<file path="src/rtl/param_mod_seq_cntr.sv">
// Modulo-MODULUS up/down sequence counter with load, hold and one-shot/continuous modes; optional sticky load_err via PARAM_MOD_SEQ_CNTR_LOAD_ERR_EN.
// Latency: count/busy update one clk after inputs; tc is combinational from count and dir.
// Backpressure: none; hold freezes the count while busy, load overrides everything.
module param_mod_seq_cntr #(
    parameter int WIDTH   = 4,
    parameter int MODULUS = 13
) (
    input  logic             clk,
    input  logic             rstb,
    input  logic             cnt_en,
    input  logic             dir,
    input  logic             run_mode,
    input  logic             hold,
    input  logic             load,
    input  logic [WIDTH-1:0] load_val,
    output logic [WIDTH-1:0] count,
    output logic             busy,
    output logic             tc,
    output logic             load_err
);

    typedef enum logic {
        IDLE = 1'b0,
        RUN  = 1'b1
    } state_t;

    // MODULUS itself may equal 2**WIDTH, so only MODULUS-1 is ever held in WIDTH bits.
    localparam logic [WIDTH-1:0] MAX_VAL = WIDTH'(MODULUS - 1);
    localparam logic [WIDTH-1:0] ONE     = WIDTH'(1);

    state_t           state_q;
    state_t           state_d;
    logic [WIDTH-1:0] count_q;
    logic [WIDTH-1:0] count_d;
    logic             load_ok;
    logic             end_step;
    logic             wrap;

    assign load_ok  = load && (load_val <= MAX_VAL);
    assign end_step = dir ? (count_q == ONE) : (count_q == MAX_VAL);
    assign wrap     = run_mode && cnt_en;

    always_ff @(posedge clk or negedge rstb) begin
        if (!rstb) begin
            state_q <= IDLE;
            count_q <= '0;
        end else begin
            state_q <= state_d;
            count_q <= count_d;
        end
    end

    // An out-of-range load is dropped: the cycle proceeds as if load were low.
    always_comb begin
        state_d = state_q;
        count_d = count_q;
        if (load_ok) begin
            count_d = load_val;
            state_d = (load_val != '0) ? RUN : IDLE;
        end else if (state_q == IDLE) begin
            if (cnt_en) begin
                count_d = dir ? MAX_VAL : ONE;
                state_d = RUN;
            end
        end else if (!hold) begin
            if (end_step) begin
                if (wrap) begin
                    count_d = dir ? MAX_VAL : ONE;
                end else begin
                    count_d = '0;
                    state_d = IDLE;
                end
            end else begin
                count_d = dir ? (count_q - ONE) : (count_q + ONE);
            end
        end
    end

    assign count = count_q;
    assign busy  = (state_q == RUN);
    // count is 0 in IDLE and MAX_VAL >= 1, so tc is naturally low when idle.
    assign tc    = end_step;

`ifdef PARAM_MOD_SEQ_CNTR_LOAD_ERR_EN
    logic load_err_q;

    always_ff @(posedge clk or negedge rstb) begin
        if (!rstb) begin
            load_err_q <= 1'b0;
        end else if (load) begin
            load_err_q <= !load_ok;
        end
    end

    assign load_err = load_err_q;
`else
    assign load_err = 1'b0;
`endif

endmodule

</file>
<file path="config.mk">
export PLATFORM = sky130hd
export DESIGN_NAME = param_mod_seq_cntr
export DESIGN_NICKNAME = d
export VERILOG_FILES = /design/src/rtl/param_mod_seq_cntr.sv
export SDC_FILE = /design/constraint.sdc
export NUM_CORES = 1
export LEC_CHECK = 0
export ABC_AREA = 1
export CAP_MARGIN = 5
export CORE_AREA = 2 2 39 41
export CTS_CLUSTER_SIZE = 30
export DETAILED_ROUTE_END_ITERATION = 10
export DIE_AREA = 0 0 41 43
export GPL_TIMING_DRIVEN = 0
export PLACE_DENSITY = 0.82
export RECOVER_POWER = 25
export SYNTH_ARGS = -nofsm -noshare
export SYNTH_HDL_FRONTEND = slang
export SYNTH_SLANG_ARGS = --single-unit
</file>
<file path="constraint.sdc">
create_clock -name clk -period 1.9 [get_ports clk]
set_input_delay 0.38 -clock clk [delete_from_list [all_inputs] [get_ports clk]]
set_output_delay 0.38 -clock clk [all_outputs]
set_load 0.05 [all_outputs]
</file>
## After elaboration in Yosys (flattened, before gate mapping)

Cells that the tools add are included.

- Bits in registers: 5
- Bits of input ports: 11
- Output and inout port bits: 7
- Logic and storage cells: 29

- Add/subtract/negate cells: 2
- $lt $le $gt $ge: 1
- Eq/ne operators: 3
- Multiplexer cells: 16
- Reductions and logical operators: 5

Operators by type and width:

| cell | count |
|---|---|
| two-way mux 4 bit | 8 |
| two-way mux 1 bit | 8 |
| adder 4 x 1 -> 4 bit, second input constant | 1 |
| equality test 4 x 1 -> 1 bit, second input constant | 1 |
| equality test 4 bit, second input constant | 1 |
| less-or-equal comparator 4 bit, second input constant | 1 |
| nonzero test 4 bit | 1 |
| subtractor 4 x 1 -> 4 bit, second input constant | 1 |
| inequality test 3 x 2 -> 1 bit, second input constant | 1 |
| nonzero test 3 bit | 1 |
| logical AND 1 bit | 2 |
| AND reduction 2 bit | 1 |

## Logic depth before layout (Yosys ltp)

- Depth in word-level cells: 6
- Gate-level depth with buffers: 12
- Gate-level depth less buffers: 12

## Least setup slack after synthesis

No wires, ideal clock.

- Path kind: register to output
- Start point: reg count_q[0], in the netlist count[0]
- End point: out tc
- Arrival: 1.540 ns
- Required time: 1.520 ns
- Slack: -0.020 ns
- Cell stages (with the launch flop): 7
- Buffers on the path: 0
- Path through: dfrtp_1 inv_1 ha_1 nand2_2 nor2_2 nor2_4 inv_1

- Word-level cells in the longest chain between the ends: 2
- Elaborated cells on any way between the ends: 3
- Those cells by class: 2 x eq/ne; 1 x mux

Ends and longest elaborated chain:

| item | line | RTL |
|---|---|---|
| from (decl) | 33 | `logic [WIDTH-1:0] count_q;` |
| from (signal assigned) | 49 | `count_q <= count_d;` |
| equality test 4 bit / equality test 4 x 1 -> 1 bit (equally long branches) | 40 | `assign end_step = dir ? (count_q == ONE) : (count_q == MAX_VAL);` |
| two-way mux 1 bit (*) | 40 |  |
| to (decl) | 18 | `output logic tc,` |

Mark *: on every way between the ends. The rest lies on a longest branch, timed or not.

## Worst setup path in the final report

- Start point: reg count_q[0], in the netlist count[0]
- End point: out count[0]

RTL lines:

| item | line | RTL |
|---|---|---|
| to (decl) | 16 | `output logic [WIDTH-1:0] count,` |

No word-level cell between the ends.

==> run_results.csv <==
group,metric,value,unit
floorplan,die_w,41,µm
detailed_routing,ant_nets,0,
status,run_status,"complete, no violations",
critical_path,ff2ff_setup_slack,350,ps
power,internal_power,386,µW
clock_tree,ctsHoldBuffers,0,
detailed_routing,detail_route.wl_per_cell,10.2,µm
timing,clock-skew-final,2.44,ps
critical_path,critical_path.n_buffers_inverters,1,
critical_path,critical_path_start_end_classification,"reg2out",
floorplan,die_area,1760,µm²
floorplan,boundaryPins,18,
power,switching_power,393,µW
finish,drive_above_1_share,16.5,%
power,static_leakage,0.000421,µW
timing,peak_freq,548,MHz
power,swShare,50.5,%
floorplan,initial_utilization,39.0,%
detailed_routing,wl,1.28,mm
synthesis,post_synth_inst_count,88,
synthesis,share_of_the_synthesized_area_in_compound_gates_ao_oa_aoi_oai,6.26,%
timing,post_route_clock_period_utilization,96.0,%
grt,remaining_global_route_overflow,0,
synthesis,yosys-top-cells-area,"sky130_fd_sc_hd__nand2_1, sky130_fd_sc_hd__dfrtp_1, sky130_fd_sc_hd__ha_1",
clock_tree,cts_tree,"yes",
critical_path,timing.critical_path.cells,"clkdlybuf4s50_1",
clock_tree,cts.clk_slew.worst_paths,40,ps
synthesis,synthesis.yosys.warnings,0,
synthesis,synth_top_area_share,23.7,%
grt,grt_pass1_vias,598,
timing,timing.final.ws_setup,76.7,ps
floorplan,die_h,43,µm
finish,post_route_core_utilization,55.4,%
synthesis,xor_and_xnor_fraction_of_the_mapped_netlist_area,1.62,%
critical_path,critPathSlowestCell,"sky130_fd_sc_hd__clkdlybuf4s50_1",
detailed_routing,detailedRoute.firstPassIterationCount,5,
synthesis,synth-async-reset-ratio,100,%
power,seq_power_share,23.1,%
power,vdd_drop_max,911,µV
synthesis,synth.yosys.seq_area_share,23.2,%
synthesis,synth_most_common_cell,"sky130_fd_sc_hd__nand2_1",
floorplan,fp.coreArea,1380,µm²
critical_path,crit_path_max_incr_delay,810,ps
finish,finalNonFillerCells,125,
critical_path,worst_setup_path_end_kind,"output pin",
synthesis,synth_area_leader_cell,"sky130_fd_sc_hd__nand2_1",
synthesis,post_synth_edffs,0,
timing,final_max_slew_viol_count,0,
critical_path,critical_path.top_delay_family,"buffers and inverters",
critical_path,critical_path_peak_fanout,5,
clock_tree,tritoncts_num_sinks,5,
place,io_buffers,16,
power,power_per_cell_area,1020,nW/µm²
critical_path,worst-endpoint-required,1520,ps
synthesis,ys_dominant_reg_cell,"sky130_fd_sc_hd__dfrtp_1",
critical_path,timing.critical_path.from_type,"flip-flop",
place,dpl_worst_slack,-648,ps
hold_path,hold_path.class,"in2async",
synthesis,post_synth.cell_area_avg,6.13,µm²
timing,timing.max_slew.rel_slack,65.6,%
grt,number_of_antenna_violations_at_the_first_check_in_global_routing,0,
critical_path,r2r_path_start,"count[0]$_DFFE_PN0P_",
power,power_frac_comb,61.8,%
finish,areaGrowthSynthToFinish,42.2,%
grt,groute.usage.overall,17.8,%
timing,report.final.setup_viol,0,
job,drv_cap,0,
synthesis,multiplexer_area_fraction_after_synthesis,0,%
clock_tree,insertion_delay,230,ps
place,place.gp.congestion,0.775,
detailed_routing,drt_iter0_markers,11,
synthesis,ys_ff_latch,5,
synthesis,mappedNetlistArea,539,µm²
clock_tree,cts-root-buf,"sky130_fd_sc_hd__clkbuf_4",
grt,grt_pass1_wl,2.16,mm
synthesis,yosys.cell_types.count,23,
synthesis,synth-adder-area-share,9.28,%
detailed_routing,dr_total_vias,607,
synthesis,mappedNetlistNets,103,
detailed_routing,drc,0,
synthesis,dominant_combinational_cell_family_by_area_after_synthesis,"simple AND/OR/NAND/NOR gates",
critical_path,worstPathArrival,1440,ps
timing,total_count_of_hold_check_failures_in_the_final_report,0,
clock_tree,cts.path.max_buffers,2,
timing,worstMarginPinSlew,516,ps
timing,worst_hold_slack,426,ps
clock_tree,numCtsBuffers,3,
finish,antenna_cells,0,
floorplan,rows,14,
critical_path,worstReg2RegEnd,"count[3]$_DFFE_PN0P_",
power,power.share.clock,15.1,%
critical_path,worst_r2r_path_depth,12,
synthesis,post_synth_most_frequent_cells,"sky130_fd_sc_hd__nand2_1, sky130_fd_sc_hd__inv_1, sky130_fd_sc_hd__nand3_1, sky130_fd_sc_hd__nor2_1, sky130_fd_sc_hd__dfrtp_1",
detailed_routing,route.detailed.vias_per_inst,4.86,
finish,layout.nets,125,
timing,period_needed,1820,ps
place,placed_cells,120,
timing,grt_setup_unrepaired,"false",
clock_tree,cts_max_level,1,
place,dp_hpwl,1.03,mm
grt,pin_count_of_the_biggest_net_entering_global_routing,9,
synthesis,simple_gate_fraction_of_synth_area,47.8,%
through the flow:
step           area (µm²)  total power, µW  setup TNS, ps
6_report              767              780              0
5_1_grt               767              839              0
4_1_cts               742              769              0
3_5_place_dp          721              648           -648
3_3_place_gp          721              634           -629
2_1_floorplan         541              501              0
power by group through the flow:
stage	clock network [µW]	logic (µW)	registers (µW)
after global routing	127	527	186
after detailed placement	0	469	179
after floorplan	0	231	270
final	118	481	180
after global placement	0	456	178
after CTS	123	466	180
logic make-up (layout without fill, tap and decap cells):
| group | count (synthesis) | in the layout |
|---|---|---|
| AOI/OAI and AO/OA | 6 | 6 |
| xor gates and xnor gates | 1 | 1 |
| adders and majority gates | 4 | 4 |
| buffers and inverters | 13 | 34 |
| DFF | 5 | 5 |
| other | 1 | 1 |
| and+or+nand+nor | 58 | 58 |
registers in the layout, summed over array words and instances (netlist names):
name   flops
busy       1
count      4
final cells by class:
cell class | count | area (µm²)
fill | 134 | 617
multi-input combinational | 70 | 367
timing repair buffer | 17 | 168
sequential | 5 | 126
inverter | 11 | 41.3
clock buffer | 4 | 26.3
tap | 16 | 20.0
buffer | 2 | 18.8
routing by layer:
layer / vias to the layer above / track usage [%] / wire length, µm
met5: - / 0 / 0
li1: 315 / - / -
met3: 4 / 5.24 / 43
met2: 18 / 30.6 / 696
met1: 270 / 17.2 / 505
met4: 0 / 10.7 / 31
how the worst max path moves through the flow:
stage | cells past startpoint | start | endpoint
after floorplan | 6 | count[1]$_DFFE_PN0P_ | tc
after global placement | 6 | dir | tc
after detailed placement | 6 | dir | tc
after CTS | 1 | count[1]$_DFFE_PN0P_ | count[1]
after global routing | 7 | count[1]$_DFFE_PN0P_ | tc
final | 1 | count[0]$_DFFE_PN0P_ | count[0]
timing repair:
action	CTS	global route
setup buffers	0	1
hold endpoints to repair	0	0
pin swaps	0	2
resized for setup	10	5
cloned	0	0
setup endpoints to repair	2	3
layout by cell type, fill, tap and decap left out, drive strengths merged:
master and count:
conb 1, dlygate4sd3 1, nand3b 1, ha 4, clkbuf 4, xor2 1, a31oi 1, nor4 1
a21oi 1, dfrtp 5, or2 2, inv 11, o21ai 3, nor2 9, nand2 36, dlygate4sd2 2
buf 4, nand3 9, dlymetal6s2s 2, o211ai 1, clkdlybuf4s50 10
No activity file was read; power rests on OpenSTA's default activity.
